--- src/rtl/alu2_issue_queue.sv ---
// alu2_issue_queue: in-order issue queue for the ALU2 execute port.
// Holds dispatched ops in a circular buffer, snoops the writeback bus to
// fill missing sources, and issues the head once both sources are ready.
module alu2_issue_queue #(
  parameter int DEPTH = 4,
  parameter int PTR_W = 2
) (
  input  logic             iCLOCK,
  input  logic             iRESET_SYNC,
  input  logic             iFREE_EX,
  input  logic             iDISP_VALID,
  output logic             oDISP_LOCK,
  input  logic [5:0]       iDISP_COMMIT_TAG,
  input  logic [4:0]       iDISP_CMD,
  input  logic [3:0]       iDISP_AFE,
  input  logic             iDISP_SYS_REG,
  input  logic             iDISP_LOGIC,
  input  logic             iDISP_SHIFT,
  input  logic             iDISP_ADDER,
  input  logic             iDISP_WRITEBACK,
  input  logic             iDISP_SRC0_VALID,
  input  logic             iDISP_SRC1_VALID,
  input  logic [31:0]      iDISP_SRC0,
  input  logic [31:0]      iDISP_SRC1,
  input  logic [5:0]       iDISP_SRC0_REGNAME,
  input  logic [5:0]       iDISP_SRC1_REGNAME,
  input  logic             iDISP_DESTINATION_SYSREG,
  input  logic [5:0]       iDISP_DESTINATION_REGNAME,
  input  logic             iDISP_FLAGS_WRITEBACK,
  input  logic [3:0]       iDISP_FLAGS_REGNAME,
  input  logic             iWB_VALID,
  input  logic             iWB_WRITEBACK,
  input  logic             iWB_SYSREG,
  input  logic [5:0]       iWB_DESTINATION_REGNAME,
  input  logic [31:0]      iWB_DATA,
  output logic             oEX_ALU2_VALID,
  input  logic             iEX_ALU2_LOCK,
  output logic             oEX_ALU2_WRITEBACK,
  output logic [5:0]       oEX_ALU2_COMMIT_TAG,
  output logic [4:0]       oEX_ALU2_CMD,
  output logic [3:0]       oEX_ALU2_AFE,
  output logic             oEX_ALU2_SYS_REG,
  output logic             oEX_ALU2_LOGIC,
  output logic             oEX_ALU2_SHIFT,
  output logic             oEX_ALU2_ADDER,
  output logic [31:0]      oEX_ALU2_SOURCE0,
  output logic [31:0]      oEX_ALU2_SOURCE1,
  output logic             oEX_ALU2_DESTINATION_SYSREG,
  output logic [5:0]       oEX_ALU2_DESTINATION_REGNAME,
  output logic             oEX_ALU2_FLAGS_WRITEBACK,
  output logic [3:0]       oEX_ALU2_FLAGS_REGNAME,
  output logic [PTR_W:0]   oCOUNT
);

  localparam logic [PTR_W:0] CNT_FULL = (PTR_W+1)'(DEPTH);

  typedef struct packed {
    logic        wb;
    logic [5:0]  tag;
    logic [4:0]  cmd;
    logic [3:0]  afe;
    logic        sys_reg;
    logic        lgc;
    logic        shift;
    logic        adder;
    logic [31:0] src0;
    logic [31:0] src1;
    logic [5:0]  src0_reg;
    logic [5:0]  src1_reg;
    logic        dst_sys;
    logic [5:0]  dst_reg;
    logic        flg_wb;
    logic [3:0]  flg_reg;
  } entry_t;

  entry_t             mem_q [DEPTH];
  logic [DEPTH-1:0]   rdy0_q, rdy1_q;
  logic [PTR_W-1:0]   wptr_q, wptr_d, rptr_q, rptr_d;
  logic [PTR_W:0]     cnt_q, cnt_d;

  entry_t             din, head;
  logic               din_r0, din_r1;
  logic               wb_en, push, pop;
  logic [DEPTH-1:0]   occ, wake0, wake1;
  logic [PTR_W-1:0]   off;

  assign wb_en      = iWB_VALID && iWB_WRITEBACK && !iWB_SYSREG;
  assign head       = mem_q[rptr_q];
  assign oDISP_LOCK = (cnt_q == CNT_FULL);
  assign oCOUNT     = cnt_q;
  assign push       = iDISP_VALID && !oDISP_LOCK && !iFREE_EX && !iRESET_SYNC;
  assign oEX_ALU2_VALID = (cnt_q != '0) && rdy0_q[rptr_q] && rdy1_q[rptr_q] &&
                          !iEX_ALU2_LOCK && !iFREE_EX && !iRESET_SYNC;
  assign pop        = oEX_ALU2_VALID;

  assign oEX_ALU2_WRITEBACK           = head.wb;
  assign oEX_ALU2_COMMIT_TAG          = head.tag;
  assign oEX_ALU2_CMD                 = head.cmd;
  assign oEX_ALU2_AFE                 = head.afe;
  assign oEX_ALU2_SYS_REG             = head.sys_reg;
  assign oEX_ALU2_LOGIC               = head.lgc;
  assign oEX_ALU2_SHIFT               = head.shift;
  assign oEX_ALU2_ADDER               = head.adder;
  assign oEX_ALU2_SOURCE0             = head.src0;
  assign oEX_ALU2_SOURCE1             = head.src1;
  assign oEX_ALU2_DESTINATION_SYSREG  = head.dst_sys;
  assign oEX_ALU2_DESTINATION_REGNAME = head.dst_reg;
  assign oEX_ALU2_FLAGS_WRITEBACK     = head.flg_wb;
  assign oEX_ALU2_FLAGS_REGNAME       = head.flg_reg;

  // Incoming entry, with a same-cycle snoop hit folded into a missing source
  always_comb begin
    din          = '0;
    din.wb       = iDISP_WRITEBACK;
    din.tag      = iDISP_COMMIT_TAG;
    din.cmd      = iDISP_CMD;
    din.afe      = iDISP_AFE;
    din.sys_reg  = iDISP_SYS_REG;
    din.lgc      = iDISP_LOGIC;
    din.shift    = iDISP_SHIFT;
    din.adder    = iDISP_ADDER;
    din.src0_reg = iDISP_SRC0_REGNAME;
    din.src1_reg = iDISP_SRC1_REGNAME;
    din.dst_sys  = iDISP_DESTINATION_SYSREG;
    din.dst_reg  = iDISP_DESTINATION_REGNAME;
    din.flg_wb   = iDISP_FLAGS_WRITEBACK;
    din.flg_reg  = iDISP_FLAGS_REGNAME;
    din_r0 = iDISP_SRC0_VALID || (wb_en && iWB_DESTINATION_REGNAME == iDISP_SRC0_REGNAME);
    din_r1 = iDISP_SRC1_VALID || (wb_en && iWB_DESTINATION_REGNAME == iDISP_SRC1_REGNAME);
    din.src0 = iDISP_SRC0_VALID ? iDISP_SRC0 : (din_r0 ? iWB_DATA : iDISP_SRC0);
    din.src1 = iDISP_SRC1_VALID ? iDISP_SRC1 : (din_r1 ? iWB_DATA : iDISP_SRC1);
  end

  // Occupancy per slot and snoop wakeup of still-missing sources
  always_comb begin
    occ   = '0;
    wake0 = '0;
    wake1 = '0;
    off   = '0;
    for (int i = 0; i < DEPTH; i++) begin
      off      = PTR_W'(i) - rptr_q;
      occ[i]   = {1'b0, off} < cnt_q;
      wake0[i] = occ[i] && !rdy0_q[i] && wb_en && (mem_q[i].src0_reg == iWB_DESTINATION_REGNAME);
      wake1[i] = occ[i] && !rdy1_q[i] && wb_en && (mem_q[i].src1_reg == iWB_DESTINATION_REGNAME);
    end
  end

  // Pointer and count next state
  always_comb begin
    wptr_d = push ? wptr_q + 1'b1 : wptr_q;
    rptr_d = pop  ? rptr_q + 1'b1 : rptr_q;
    cnt_d  = cnt_q + (PTR_W+1)'(push) - (PTR_W+1)'(pop);
  end

  // Pointer and count registers; flush and reset both empty the queue
  always_ff @(posedge iCLOCK) begin
    if (iRESET_SYNC || iFREE_EX) begin
      wptr_q <= '0;
      rptr_q <= '0;
      cnt_q  <= '0;
    end else begin
      wptr_q <= wptr_d;
      rptr_q <= rptr_d;
      cnt_q  <= cnt_d;
    end
  end

  // Entry storage and ready bits: push writes the tail, snoops fill sources
  always_ff @(posedge iCLOCK) begin
    if (iRESET_SYNC) begin
      rdy0_q <= '0;
      rdy1_q <= '0;
      for (int i = 0; i < DEPTH; i++) mem_q[i] <= '0;
    end else if (iFREE_EX) begin
      rdy0_q <= '0;
      rdy1_q <= '0;
    end else begin
      for (int i = 0; i < DEPTH; i++) begin
        if (push && wptr_q == PTR_W'(i)) begin
          mem_q[i]  <= din;
          rdy0_q[i] <= din_r0;
          rdy1_q[i] <= din_r1;
        end else begin
          if (wake0[i]) begin
            mem_q[i].src0 <= iWB_DATA;
            rdy0_q[i]     <= 1'b1;
          end
          if (wake1[i]) begin
            mem_q[i].src1 <= iWB_DATA;
            rdy1_q[i]     <= 1'b1;
          end
        end
      end
    end
  end

endmodule

--- config.mk ---
export PLATFORM = sky130hd
export DESIGN_NAME = alu2_issue_queue
export DESIGN_NICKNAME = d
export VERILOG_FILES = /design/src/rtl/alu2_issue_queue.sv
export SDC_FILE = /design/constraint.sdc
export NUM_CORES = 1
export LEC_CHECK = 0
export BUFFER_PORTS_ARGS = -buffer_cell sky130_fd_sc_hd__buf_2
export CAP_MARGIN = 15
export CORE_ASPECT_RATIO = 1.25
export CORE_UTILIZATION = 57
export DETAILED_ROUTE_END_ITERATION = 16
export MAX_ROUTING_LAYER = met4
export PLACE_DENSITY = 0.85
export SLEW_MARGIN = 20
export SYNTH_ARGS = -nofsm -noshare
export SYNTH_HDL_FRONTEND = slang
export SYNTH_SLANG_ARGS = --single-unit
--- constraint.sdc ---
create_clock -name iCLOCK -period 5.1 [get_ports iCLOCK]
set_input_delay 0.51 -clock iCLOCK [delete_from_list [all_inputs] [get_ports iCLOCK]]
set_output_delay 0.51 -clock iCLOCK [all_outputs]
set_load 0.01 [all_outputs]
==> flow_metrics.env <==
export IMPL_max_cap_violations=0
export IMPL_place_gp_congestion=0.8782
export IMPL_fill_cells=2772
export IMPL_dpl_cell_area_sq_mm=0.02452
export IMPL_r2r_setup_slack_ns=1.44
export IMPL_yosysTopAreaCellShare_pct=56.46
export IMPL_cts_htree_levels=2
export IMPL_dr_first_iter_drc_count=2343
export IMPL_port_buffers=256
export IMPL_hpwl_microns=38930
export IMPL_grt_pass1_vias=17660
export IMPL_fmax_ghz=0.2729
export IMPL_grt_overflow_total=0
export IMPL_relSlewSlack_pct=22.96
export IMPL_reg2reg_depth=5
export IMPL_ant_nets=0
export IMPL_nets=1963
export IMPL_yosys_area_share_adder_pct=0.6317
export IMPL_synth_area_leaders="edfxtp_1, mux4_2, o32ai_1, and2_1, nand3_1"
export IMPL_fin_crit_ns=3.665
export IMPL_syn_num_nets=1804
export IMPL_cts_num_sinks=449
export IMPL_vias=17130
export IMPL_cts_made_buffers=44
export IMPL_worst_hold_path_type="in -> reg"
export IMPL_syn_inst=1637
export IMPL_ys_types=53
export IMPL_insertion_delay_ns=0.58
export IMPL_grt_first_pass_wirelength_microns=102200
export IMPL_ys_async_sr_fraction_pct=0
export IMPL_cts_tree="done"
export IMPL_met1_length_microns=22860
export IMPL_synth_area_mux_share_pct=12.34
export IMPL_drt_wl_total_microns=68680
export IMPL_post_drt_wl_per_cell_microns=29.41
export IMPL_synth_top_family_by_area="multiplexers"
export IMPL_critical_path_required_ns=5.46
export IMPL_syn2layout_area_growth_pct=12.88
export IMPL_cts_setup_buffers=0
export IMPL_grt_use_total_pct=34.40
export IMPL_hold_slack_ns=0.2580
export IMPL_core_sq_mm=0.03942
export IMPL_antenna_found_initial=7
export IMPL_p_per_area_mw_per_mm2=312.7
export IMPL_critPathKind="reg -> reg"
export IMPL_die_w_microns=181.6
export IMPL_die_y_microns=226.5
export IMPL_start_util_pct=58.28
export IMPL_ys_warn_count=0
export IMPL_fin_setup_tns_ns=0
export IMPL_vdd_ir_drop_max_uv=361.2
export IMPL_vias_per_cell=7.334
export IMPL_synth_simple_gate_area_share_pct=11.34
export IMPL_cts_resized=0
export IMPL_die_area_sq_mm=0.04112
export IMPL_grt_max_degree=91
export IMPL_hold_violations=0
export IMPL_yosys_top_cells_count="edfxtp_1, nand3_1, and2_1, o32ai_1, clkbuf_1"
export IMPL_num_rows=81
export IMPL_power_total_mw=8.110
export IMPL_arrival_ns=4.02
export IMPL_setup_worst_path_start_class="register"
export IMPL_maxUsedRoutingLayer="met4"
export IMPL_drc=0
export IMPL_yosysTopAreaCell="edfxtp_1"
export IMPL_hold_depth=2
export IMPL_wl_met3_microns=8397
export IMPL_drive_gt1_share_pct=29.05
export IMPL_cts_root_buf="clkbuf_16"
export IMPL_cts_hold_buf=0
export IMPL_synth_compound_area_share_pct=11.47
export IMPL_skew_ns=0.03151
export IMPL_seq_area_frac_synth_pct=57.94
export IMPL_outcome="finished clean"
export IMPL_syn_area_sq_mm=0.02298
export IMPL_tightest_slew_ns=1.156
export IMPL_crit_fanout=35
export IMPL_setup_violations=0
export IMPL_ys_seq_elements=449
export IMPL_fin_area_sq_mm=0.02594
export IMPL_synth_ff_type="edfxtp_1"
export IMPL_timing_final_crit_share_pct=71.86
export IMPL_synth_most_common_cell="edfxtp_1"
export IMPL_firstDrtPassIters=8
export IMPL_syn_avg_cell_area_sq_um=14.04
export IMPL_p_leak_nw=9.056
export IMPL_rsz0062_at_grt="false"
export IMPL_synth_edff_count=432
export IMPL_dr_wl_met2_microns=34020
export IMPL_boundaryPins=257
export IMPL_synthXorXnorAreaFrac_pct=2.478
export IMPL_worstSetupEndpointType="register"
export IMPL_clockBufferDepth=3
export IMPL_slew_viol_final=0
export IMPL_clkSlewWorstSetupHoldPaths_ns=0.07
[metrics by stage]
| stage | setup WS [ns] | std cells | utilization [%] |
|---|---|---|---|
| 2_1_floorplan | 0.4903 | 1637 | - |
| 3_3_place_gp | 1.633 | 2248 | 62.19 |
| 3_5_place_dp | 1.556 | 2248 | 62.19 |
| 4_1_cts | 1.592 | 2326 | 65.73 |
| 5_1_grt | 1.344 | 2333 | 65.77 |
| 6_report | 1.435 | 2335 | 65.79 |
[worst max-delay path: stages (launching register included)]
cell and delay (ns):
dfxtp_1 0.51, or3b_1 0.54, nand3_2 0.68, and3_1 0.27
nand3_2 0.86, o221ai_1 0.57
[cell families (layout without fill, tap and decap cells)]
| kind of cell | count (synthesis) | after routing |
|---|---|---|
| xor gates and xnor gates | 65 | 65 |
| muxes | 162 | 162 |
| adders and majority gates | 11 | 11 |
| other | 0 | 9 |
| buffers and inverters | 198 | 389 |
| DFF | 449 | 449 |
| AOI/OAI and AO/OA | 287 | 287 |
| and+or+nand+nor | 465 | 465 |
[layout by cell type (no fill, tap or decap), types with 6 or more instances in the layout]
| master | count |
|---|---|
| edfxtp_1 | 432 |
| buf_2 | 256 |
| nand3_1 | 143 |
| and2_1 | 134 |
| o32ai_1 | 124 |
| mux4_2 | 97 |
| mux2i_1 | 65 |
| and3_1 | 47 |
| nand2_1 | 46 |
| clkbuf_16 | 45 |
| nand4_1 | 41 |
| o32ai_2 | 40 |
| buf_4 | 37 |
| xor2_1 | 34 |
| o22ai_1 | 34 |
| o221ai_1 | 32 |
| a31oi_1 | 32 |
| xnor2_1 | 31 |
| dfxtp_1 | 15 |
| inv_1 | 14 |
| nor2_1 | 14 |
| clkbuf_1 | 11 |
| ha_1 | 10 |
| diode_2 | 9 |
| clkinv_2 | 9 |
| nor4_1 | 8 |
| o31ai_4 | 6 |
| o21ba_2 | 6 |
[registers in the layout (all words and copies together) (netlist names), named ones only]
signal  flops
mem_q     432
rdy0_q      4
rdy1_q      4
oCOUNT      3
rptr_q      2
wptr_q      2
[worst paths after layout]
path / from / to
worst min-delay path: iDISP_DESTINATION_REGNAME[5] / mem_q[0][10]$_SDFFCE_PN0P_
worst min register to register: wptr_q[1]$_SDFFE_PP0N_ / wptr_q[1]$_SDFFE_PP0N_
worst max register to register: oCOUNT[2]$_SDFF_PP0_ / mem_q[3][76]$_DFFE_PP_
worst max-delay path: oCOUNT[2]$_SDFF_PP0_ / mem_q[3][76]$_DFFE_PP_
[metal layers]
layer	vias up	GRT usage [%]
li1	7003	-
met1	8411	39.66
met2	1433	56.38
met3	278	8.111
met4	0	17.80
met5	-	-
[power by group]
part	internal (mW)	switching, mW
Clock	1.85	1.40
Combinational	0.212	0.419
Sequential	4.19	0.0438
[layout make-up]
type	count	area, sq um	share of cell area, %
clock inverter	20	201.4	0.7767
tap	498	623.1	2.402
inverter	17	63.81	0.2460
clock buffer	58	1195	4.607
antenna	9	22.52	0.08683
timing repair buffer	294	1579	6.088
multi-input combinational	990	8931	34.43
sequential	449	13320	51.36
(Power assumes the default switching activity.)
